### config.mk
export PLATFORM = sky130hd
export DESIGN_NAME = matrix_loader
export DESIGN_NICKNAME = d
export VERILOG_FILES = /design/src/rtl/matrix_pkg.sv /design/src/rtl/matrix_loader.sv
export SDC_FILE = /design/constraint.sdc
export NUM_CORES = 1
export LEC_CHECK = 0
export ABC_AREA = 0
export BUFFER_PORTS_ARGS = -buffer_cell sky130_fd_sc_hd__buf_4
export CAP_MARGIN = 5
export CORE_MARGIN = 5
export CORE_UTILIZATION = 57
export CTS_CLUSTER_DIAMETER = 150
export DETAILED_ROUTE_END_ITERATION = 12
export PLACE_DENSITY_LB_ADDON = 0.3
export SLEW_MARGIN = 5
export SYNTH_ARGS = -nofsm -noshare
export SYNTH_HDL_FRONTEND = slang
export SYNTH_SLANG_ARGS = --single-unit
export TNS_END_PERCENT = 100
### constraint.sdc
create_clock -name clk -period 5.1 [get_ports clk]
set_clock_uncertainty 0.05 [all_clocks]
set_input_delay 0.51 -clock clk [delete_from_list [all_inputs] [get_ports clk]]
set_output_delay 0.51 -clock clk [all_outputs]
set_load 0.005 [all_outputs]
### src/rtl/matrix_pkg.sv
// matrix_pkg: shared definitions for the 3x3 matrix-multiply datapath.
//   N_DEF / W_DEF : default matrix dimension and element width
//   ACC_W         : consumer's result width (2*W+2)
//   state_t       : loader sequencing states
//   elem_lsb()    : bit offset of element (r,c) in a flat row-major bus
package matrix_pkg;

    localparam int unsigned N_DEF = 3;
    localparam int unsigned W_DEF = 8;
    localparam int unsigned ACC_W = 2 * W_DEF + 2;

    typedef enum logic [1:0] {
        LOAD_A,
        LOAD_B,
        HOLD
    } state_t;

    function automatic int unsigned elem_lsb(input int unsigned r,
                                             input int unsigned c,
                                             input int unsigned n,
                                             input int unsigned w);
        return (r * n + c) * w;
    endfunction

endpackage

### src/rtl/matrix_loader.sv
// matrix_loader: assembles a serial element stream (A row-major, then B
// row-major) into two flat N*N*W operand buses and holds the completed pair
// with mat_valid until the consumer acknowledges.
//
// Ports:
//   clk, rst     rising-edge clock, synchronous active-high reset
//   in_valid     stream element valid
//   in_data      stream element (stored verbatim)
//   in_ready     loader can accept (0 in HOLD and during rst)
//   a_mat/b_mat  element (r,c) at bits [(r*N+c)*W +: W]
//   mat_valid    a_mat/b_mat hold a complete pair (registered)
//   mat_ack      consumer has taken the pair (ignored unless mat_valid)
//   in_last      [MATRIX_LOADER_ERR_EN] marks the final B element
//   err          [MATRIX_LOADER_ERR_EN] one-cycle framing error pulse
//
// Build option: define MATRIX_LOADER_ERR_EN to add in_last framing checks.
module matrix_loader
    import matrix_pkg::*;
#(
    parameter int N = N_DEF,
    parameter int W = W_DEF
) (
    input  logic             clk,
    input  logic             rst,
    input  logic             in_valid,
    input  logic [W-1:0]     in_data,
    output logic             in_ready,
    output logic [N*N*W-1:0] a_mat,
    output logic [N*N*W-1:0] b_mat,
    output logic             mat_valid,
    input  logic             mat_ack
`ifdef MATRIX_LOADER_ERR_EN
    ,
    input  logic             in_last,
    output logic             err
`endif
);

    localparam int unsigned NE    = N * N;
    localparam int unsigned IDX_W = (NE > 1) ? $clog2(NE) : 1;
    localparam logic [IDX_W-1:0] IDX_LAST = IDX_W'(NE - 1);

    state_t           state_q, state_d;
    logic [IDX_W-1:0] idx_q, idx_d;
    logic [NE*W-1:0]  a_q, a_d;
    logic [NE*W-1:0]  b_q, b_d;
    logic             mat_valid_q, mat_valid_d;
    logic             accept;
    logic             frame_err;
`ifdef MATRIX_LOADER_ERR_EN
    logic             err_q, err_d;
`endif

    assign in_ready = (state_q != HOLD) && !rst;
    assign accept   = in_valid && in_ready;

    // in_last must coincide exactly with the final B element; any other
    // combination on an accepted element aborts the frame.
`ifdef MATRIX_LOADER_ERR_EN
    assign frame_err = accept && (in_last != ((state_q == LOAD_B) && (idx_q == IDX_LAST)));
`else
    assign frame_err = 1'b0;
`endif

    always_comb begin
        state_d = state_q;
        idx_d   = idx_q;
        a_d     = a_q;
        b_d     = b_q;
`ifdef MATRIX_LOADER_ERR_EN
        err_d   = 1'b0;
`endif
        if (frame_err) begin
            // Abort leaves the partially written matrices in place.
            state_d = LOAD_A;
            idx_d   = '0;
`ifdef MATRIX_LOADER_ERR_EN
            err_d   = 1'b1;
`endif
        end else if (accept) begin
            for (int unsigned e = 0; e < NE; e++) begin
                if (idx_q == IDX_W'(e)) begin
                    if (state_q == LOAD_A) begin
                        a_d[elem_lsb(e / N, e % N, N, W) +: W] = in_data;
                    end else begin
                        b_d[elem_lsb(e / N, e % N, N, W) +: W] = in_data;
                    end
                end
            end
            if (idx_q == IDX_LAST) begin
                idx_d   = '0;
                state_d = (state_q == LOAD_A) ? LOAD_B : HOLD;
            end else begin
                idx_d = idx_q + IDX_W'(1);
            end
        end else if ((state_q == HOLD) && mat_ack) begin
            state_d = LOAD_A;
        end
        mat_valid_d = (state_d == HOLD);
    end

    always_ff @(posedge clk) begin
        if (rst) begin
            state_q     <= LOAD_A;
            idx_q       <= '0;
            a_q         <= '0;
            b_q         <= '0;
            mat_valid_q <= 1'b0;
`ifdef MATRIX_LOADER_ERR_EN
            err_q       <= 1'b0;
`endif
        end else begin
            state_q     <= state_d;
            idx_q       <= idx_d;
            a_q         <= a_d;
            b_q         <= b_d;
            mat_valid_q <= mat_valid_d;
`ifdef MATRIX_LOADER_ERR_EN
            err_q       <= err_d;
`endif
        end
    end

    assign a_mat     = a_q;
    assign b_mat     = b_q;
    assign mat_valid = mat_valid_q;
`ifdef MATRIX_LOADER_ERR_EN
    assign err       = err_q;
`endif

endmodule

==> impl_metrics.env, run 1 <==
export IMPL_cts_resized=0
export IMPL_start_kind="flip-flop"
export IMPL_avgViaCountPerCell=6.21
export IMPL_final_setup_tns_ps=0
export IMPL_nFillCells=770
export IMPL_finalNonFillerCells=972
export IMPL_drc=0
export IMPL_synth_edf_count=0
export IMPL_antenna_found_initial=0
export IMPL_clkTransAtPathRegs_ps=60
export IMPL_rows=37
export IMPL_syn_nets=741
export IMPL_tightest_slew_ps=1150
export IMPL_min_path_type="in2reg"
export IMPL_arrival_ps=3090
export IMPL_grt_max_degree=100
export IMPL_ir_drop_uv=200
export IMPL_start_util=0.587
export IMPL_portBuffers=157
export IMPL_io_pins=158
export IMPL_gp_congestion=0.827
export IMPL_final_common_cell="buf_4"
export IMPL_drtAntennaViolNets=0
export IMPL_end_kind="flip-flop"
export IMPL_status="finished, final reports clean"
export IMPL_layout_common_cells="buf_4, dfxtp_1, o21ai_0, a21oi_1, nand3_1"
export IMPL_grt_pass1_wl_um=29300
export IMPL_clock_latency_ps=530
export IMPL_p_per_area_nw_per_um2=336
export IMPL_syn_to_final_growth_pct=27.5
export IMPL_slew_headroom=0.228
export IMPL_cts_tree="yes"
export IMPL_grt_pass1_vias=5524
export IMPL_power_leakage_nw=3.01
export IMPL_timing_final_ws_setup_ps=2400
export IMPL_cts_hold_buf=0
export IMPL_netlist_instances=725
export IMPL_worstPathRequired_ps=5490
export IMPL_die_area_um2=12800
export IMPL_crit_fanout=25
export IMPL_gr_total_overflow=0
export IMPL_cts_buffers=17
export IMPL_fin_nets=839
export IMPL_grt_usage=0.285
export IMPL_layout_drive_gt1_share=0.237
export IMPL_post_cts_setup_buffer_count=0
export IMPL_place_inst=940
export IMPL_total_power_mw=2.61
export IMPL_synth_area_um2=6090
export IMPL_pre_cts_slack_ps=2030
export IMPL_first_iter_violations=628
export IMPL_clkSinkCount=151
export IMPL_coreArea_um2=10400
export IMPL_ys_async_sr_fraction=0
export IMPL_drtPass1Iterations=5
export IMPL_synth_main_ff_cell="dfxtp_1"
export IMPL_fin_area_um2=7760
export IMPL_cap_viol_max_count=0
export IMPL_cts_htree_levels=4
export IMPL_die_width_um=113
export IMPL_diodes=0
export IMPL_clockBufferDepth=2
export IMPL_dp_hpwl_um=11700
export IMPL_holdWs_ps=300
export IMPL_finalHoldViolations=0
export IMPL_clock_root_buffer="clkbuf_8"
export IMPL_drv_slew=0
export IMPL_totalWireLength_um=18700
export IMPL_routedWlPerCell_um=19.2
export IMPL_fin_crit_sh=0.529
export IMPL_placed_cell_area_um2=7140
export IMPL_worstHoldPathCells=4
export IMPL_post_route_util=0.748
export IMPL_path_class="reg2reg"
export IMPL_ys_seq_area_frac=0.497
export IMPL_clock_fmax_mhz=371
export IMPL_synth_distinct_cells=33
export IMPL_multiInputGateArea_um2=2730
export IMPL_seq_area_um2=3020
export IMPL_vias=6032
export IMPL_ys_seq_elements=151
export IMPL_yosysWarnings=0
export IMPL_reg2regPathDepth=3
export IMPL_setup_viol=0
export IMPL_syn_avg_cell_area_um2=8.40
export IMPL_final_min_clock_period_ps=2700
export IMPL_die_y_um=113
export IMPL_rsz0062_at_grt="no"
==> report_power, final <==
group	switching, mW	internal [mW]	total (mW)
clock	0.498	0.808	1.31
sequential	0.00491	1.19	1.19
combinational	0.0837	0.0310	0.115
==> cells by family after synthesis <==
kind of cell | count (synthesis) | synth area share
simple gates | 200 | 0.189
fa+ha+maj | 4 | 0.00822
mux | 16 | 0.0263
buf+inv | 86 | 0.0565
flops | 151 | 0.497
compound gates | 268 | 0.223
==> per-layer routing <==
metal | wire [µm] | up-vias | global-route usage
met3 | 1870 | 45 | 0.0717
met5 | 0 | - | 0
met1 | 7640 | 2845 | 0.380
li1 | - | 2788 | -
met2 | 8780 | 354 | 0.453
met4 | 408 | 0 | 0.0962
==> state kept, by name, summed over array words and instances (netlist names) <==
signal,flops
a_mat,72
idx_q,4
state_q,2
mat_valid,1
b_mat,72
==> cell usage after synthesis, types with 5 or more instances <==
library cell | number | area share
a21oi_1 | 131 | 0.11
or3_1 | 8 | 0.0082
o21ai_0 | 131 | 0.11
nand3_1 | 125 | 0.10
nand2b_1 | 28 | 0.029
nor2_1 | 5 | 0.0031
clkbuf_1 | 72 | 0.044
mux2i_1 | 16 | 0.026
buf_2 | 5 | 0.0041
dfxtp_1 | 151 | 0.50
==> critical path: stages, from the launching register on <==
cell and delay [ps]:
dfxtp_1 460, nor4b_4 1060, nand3_1 700, mux2i_1 330
==> final timing paths <==
check / start / end / slack, ps
worst max-delay path: state_q[0] / a_mat[34] / 2400
worst min register to register: b_mat[9] / b_mat[9] / 420
worst min-delay path: mat_ack / mat_valid / 300
worst max register to register: state_q[0] / a_mat[34] / 2400
==> cell type report <==
| class | count | share of cell area |
|---|---|---|
| Clock buffer | 20 | 0.0561 |
| Clock inverter | 12 | 0.0227 |
| Inverter | 4 | 0.00193 |
| Multi-Input combinational cell | 488 | 0.352 |
| Sequential cell | 151 | 0.390 |
| Tap cell | 136 | 0.0219 |
| Timing Repair Buffer | 161 | 0.156 |
No activity file was read; power rests on OpenSTA's default activity.
==> run 2, diff against run 1 <==
--- a/config.mk
+++ b/config.mk
@@ -9,7 +9,7 @@
 export BUFFER_PORTS_ARGS = -buffer_cell sky130_fd_sc_hd__buf_4
 export CAP_MARGIN = 5
 export CORE_MARGIN = 5
-export CORE_UTILIZATION = 57
+export CORE_UTILIZATION = 48
 export CTS_CLUSTER_DIAMETER = 150
 export DETAILED_ROUTE_END_ITERATION = 12
 export PLACE_DENSITY_LB_ADDON = 0.3
==> constraint.sdc (replaced) <==
create_clock -name clk -period 2.3 [get_ports clk]
set_clock_uncertainty 0.05 [all_clocks]
set_input_delay 0.23 -clock clk [delete_from_list [all_inputs] [get_ports clk]]
set_output_delay 0.23 -clock clk [all_outputs]
set_load 0.005 [all_outputs]
==> impl_metrics.env, run 2 (synthesis gave the netlist of run 1 again) <==
export IMPL_status="finished, final reports clean"
export IMPL_ir_drop_uv=485
export IMPL_drv_slew=0
export IMPL_pre_cts_slack_ps=367
export IMPL_end_kind="flip-flop"
export IMPL_crit_chain="inv_1 -> ha_1 -> or3b_1 -> or3_1 -> a21oi_1"
export IMPL_die_y_um=123
export IMPL_path_class="reg2reg"
export IMPL_critical_path_slowest_cell="or3b_1"
export IMPL_clock_root_buffer="clkbuf_16"
export IMPL_setup_viol=0
export IMPL_holdWs_ps=86.1
export IMPL_io_pins=158
export IMPL_die_area_um2=15000
export IMPL_start_kind="flip-flop"
export IMPL_tightest_slew_ps=616
export IMPL_grt_max_degree=60
export IMPL_drtAntennaViolNets=0
export IMPL_final_min_clock_period_ps=1980
export IMPL_die_width_um=123
export IMPL_cts_htree_levels=4
export IMPL_cts_resized=0
export IMPL_routedWlPerCell_um=18.7
export IMPL_fin_nets=857
export IMPL_gp_congestion=0.862
export IMPL_start_util=0.486
export IMPL_arrival_ps=2270
export IMPL_clockBufferDepth=2
export IMPL_final_common_cell="buf_4"
export IMPL_portBuffers=157
export IMPL_antenna_found_initial=0
export IMPL_clkTransAtPathRegs_ps=70
export IMPL_coreArea_um2=12500
export IMPL_crit_fanout=10
export IMPL_critPathMaxStageDelay_ps=520
export IMPL_rrSetupSlack_ps=320
export IMPL_vias=6007
export IMPL_dp_hpwl_um=12500
export IMPL_cp_num_buf_inv=1
export IMPL_first_iter_violations=767
export IMPL_timing_final_ws_setup_ps=322
export IMPL_diodes=0
export IMPL_rsz0062_at_grt="no"
export IMPL_cap_viol_max_count=0
export IMPL_rows=41
export IMPL_final_setup_tns_ps=0
export IMPL_cts_buffers=17
export IMPL_syn_to_final_growth_pct=30.4
export IMPL_drtPass1Iterations=5
export IMPL_worstPathRequired_ps=2590
export IMPL_finalHoldViolations=0
export IMPL_drc=0
export IMPL_p_per_area_nw_per_um2=731
export IMPL_cts_tree="yes"
export IMPL_power_leakage_nw=3.09
export IMPL_totalWireLength_um=19200
export IMPL_grt_pass1_vias=5562
export IMPL_clock_latency_ps=430
export IMPL_post_cts_setup_buffer_count=0
export IMPL_layout_common_cells="buf_4, dfxtp_1, o21ai_0, a21oi_1, nand3_1"
export IMPL_layout_drive_gt1_share=0.255
export IMPL_cts_hold_buf=0
export IMPL_clock_fmax_mhz=506
export IMPL_clkSinkCount=151
export IMPL_critical_path_top_delay_family="simple AND/OR/NAND/NOR gates"
export IMPL_grt_pass1_wl_um=29700
export IMPL_grt_usage=0.251
export IMPL_gr_total_overflow=0
export IMPL_avgViaCountPerCell=5.85
export IMPL_fin_crit_sh=0.860
export IMPL_slew_headroom=0.589
export IMPL_min_path_type="in2reg"
-- run 2: cell types whose count changed in the layout (fill, tap and decap cells not counted), moves of 2 or more --
cell / previous run / this run
clkinv_2: 3 / 0
clkbuf_8: 2 / 0
clkinvlp_4: 2 / 4
buf_4: 161 / 179
inv_6: 0 / 4
clkbuf_1: 2 / 0
-- run 2: final cells by class --
type                            instances  area, µm²
Clock buffer                           17        425
Clock inverter                         15        193
Fill cell                            1078       4580
Inverter                                4       15.0
Multi-Input combinational cell        488       2730
Sequential cell                       151       3020
Tap cell                              172        215
Timing Repair Buffer                  179       1340
-- run 2: report_power, final --
group / switching [mW] / leakage (nW) / internal [mW] / total (mW)
clock network: 1.17 / 0.289 / 1.73 / 2.91
logic: 0.188 / 1.59 / 0.0751 / 0.263
registers: 0.0104 / 1.22 / 2.63 / 2.64
total: 1.37 / 3.09 / 4.43 / 5.81
-- run 2: metal layers --
| metal | global-route usage | vias up | share of wire |
|---|---|---|---|
| met3 | 0.0710 | 28 | 0.089 |
| met4 | 0.0763 | 0 | 0.018 |
| met5 | 0 | - | 0 |
| met1 | 0.339 | 2858 | 0.43 |
| met2 | 0.392 | 297 | 0.46 |
| li1 | - | 2824 | - |
-- run 2: worst paths after layout --
kind                                start        end  depth (start not counted)
worst max-delay path             idx_q[0]   a_mat[7]                          5
worst max register to register   idx_q[0]   a_mat[7]                          5
worst min register to register  a_mat[48]  a_mat[48]                          2
worst min-delay path                  rst  mat_valid                          2
-- run 2: per-stage QoR --
stage / cell area (µm²) / instances / utilization / power (mW)
after global placement: 7320 / 994 / 0.585 / 2.95
final: 7940 / 1026 / 0.634 / 5.81
after detailed placement: 7320 / 994 / 0.585 / 2.95
after CTS: 7940 / 1026 / 0.634 / 5.82
after floorplan: 6090 / 725 / - / 2.85
after global routing: 7940 / 1026 / 0.634 / 5.96
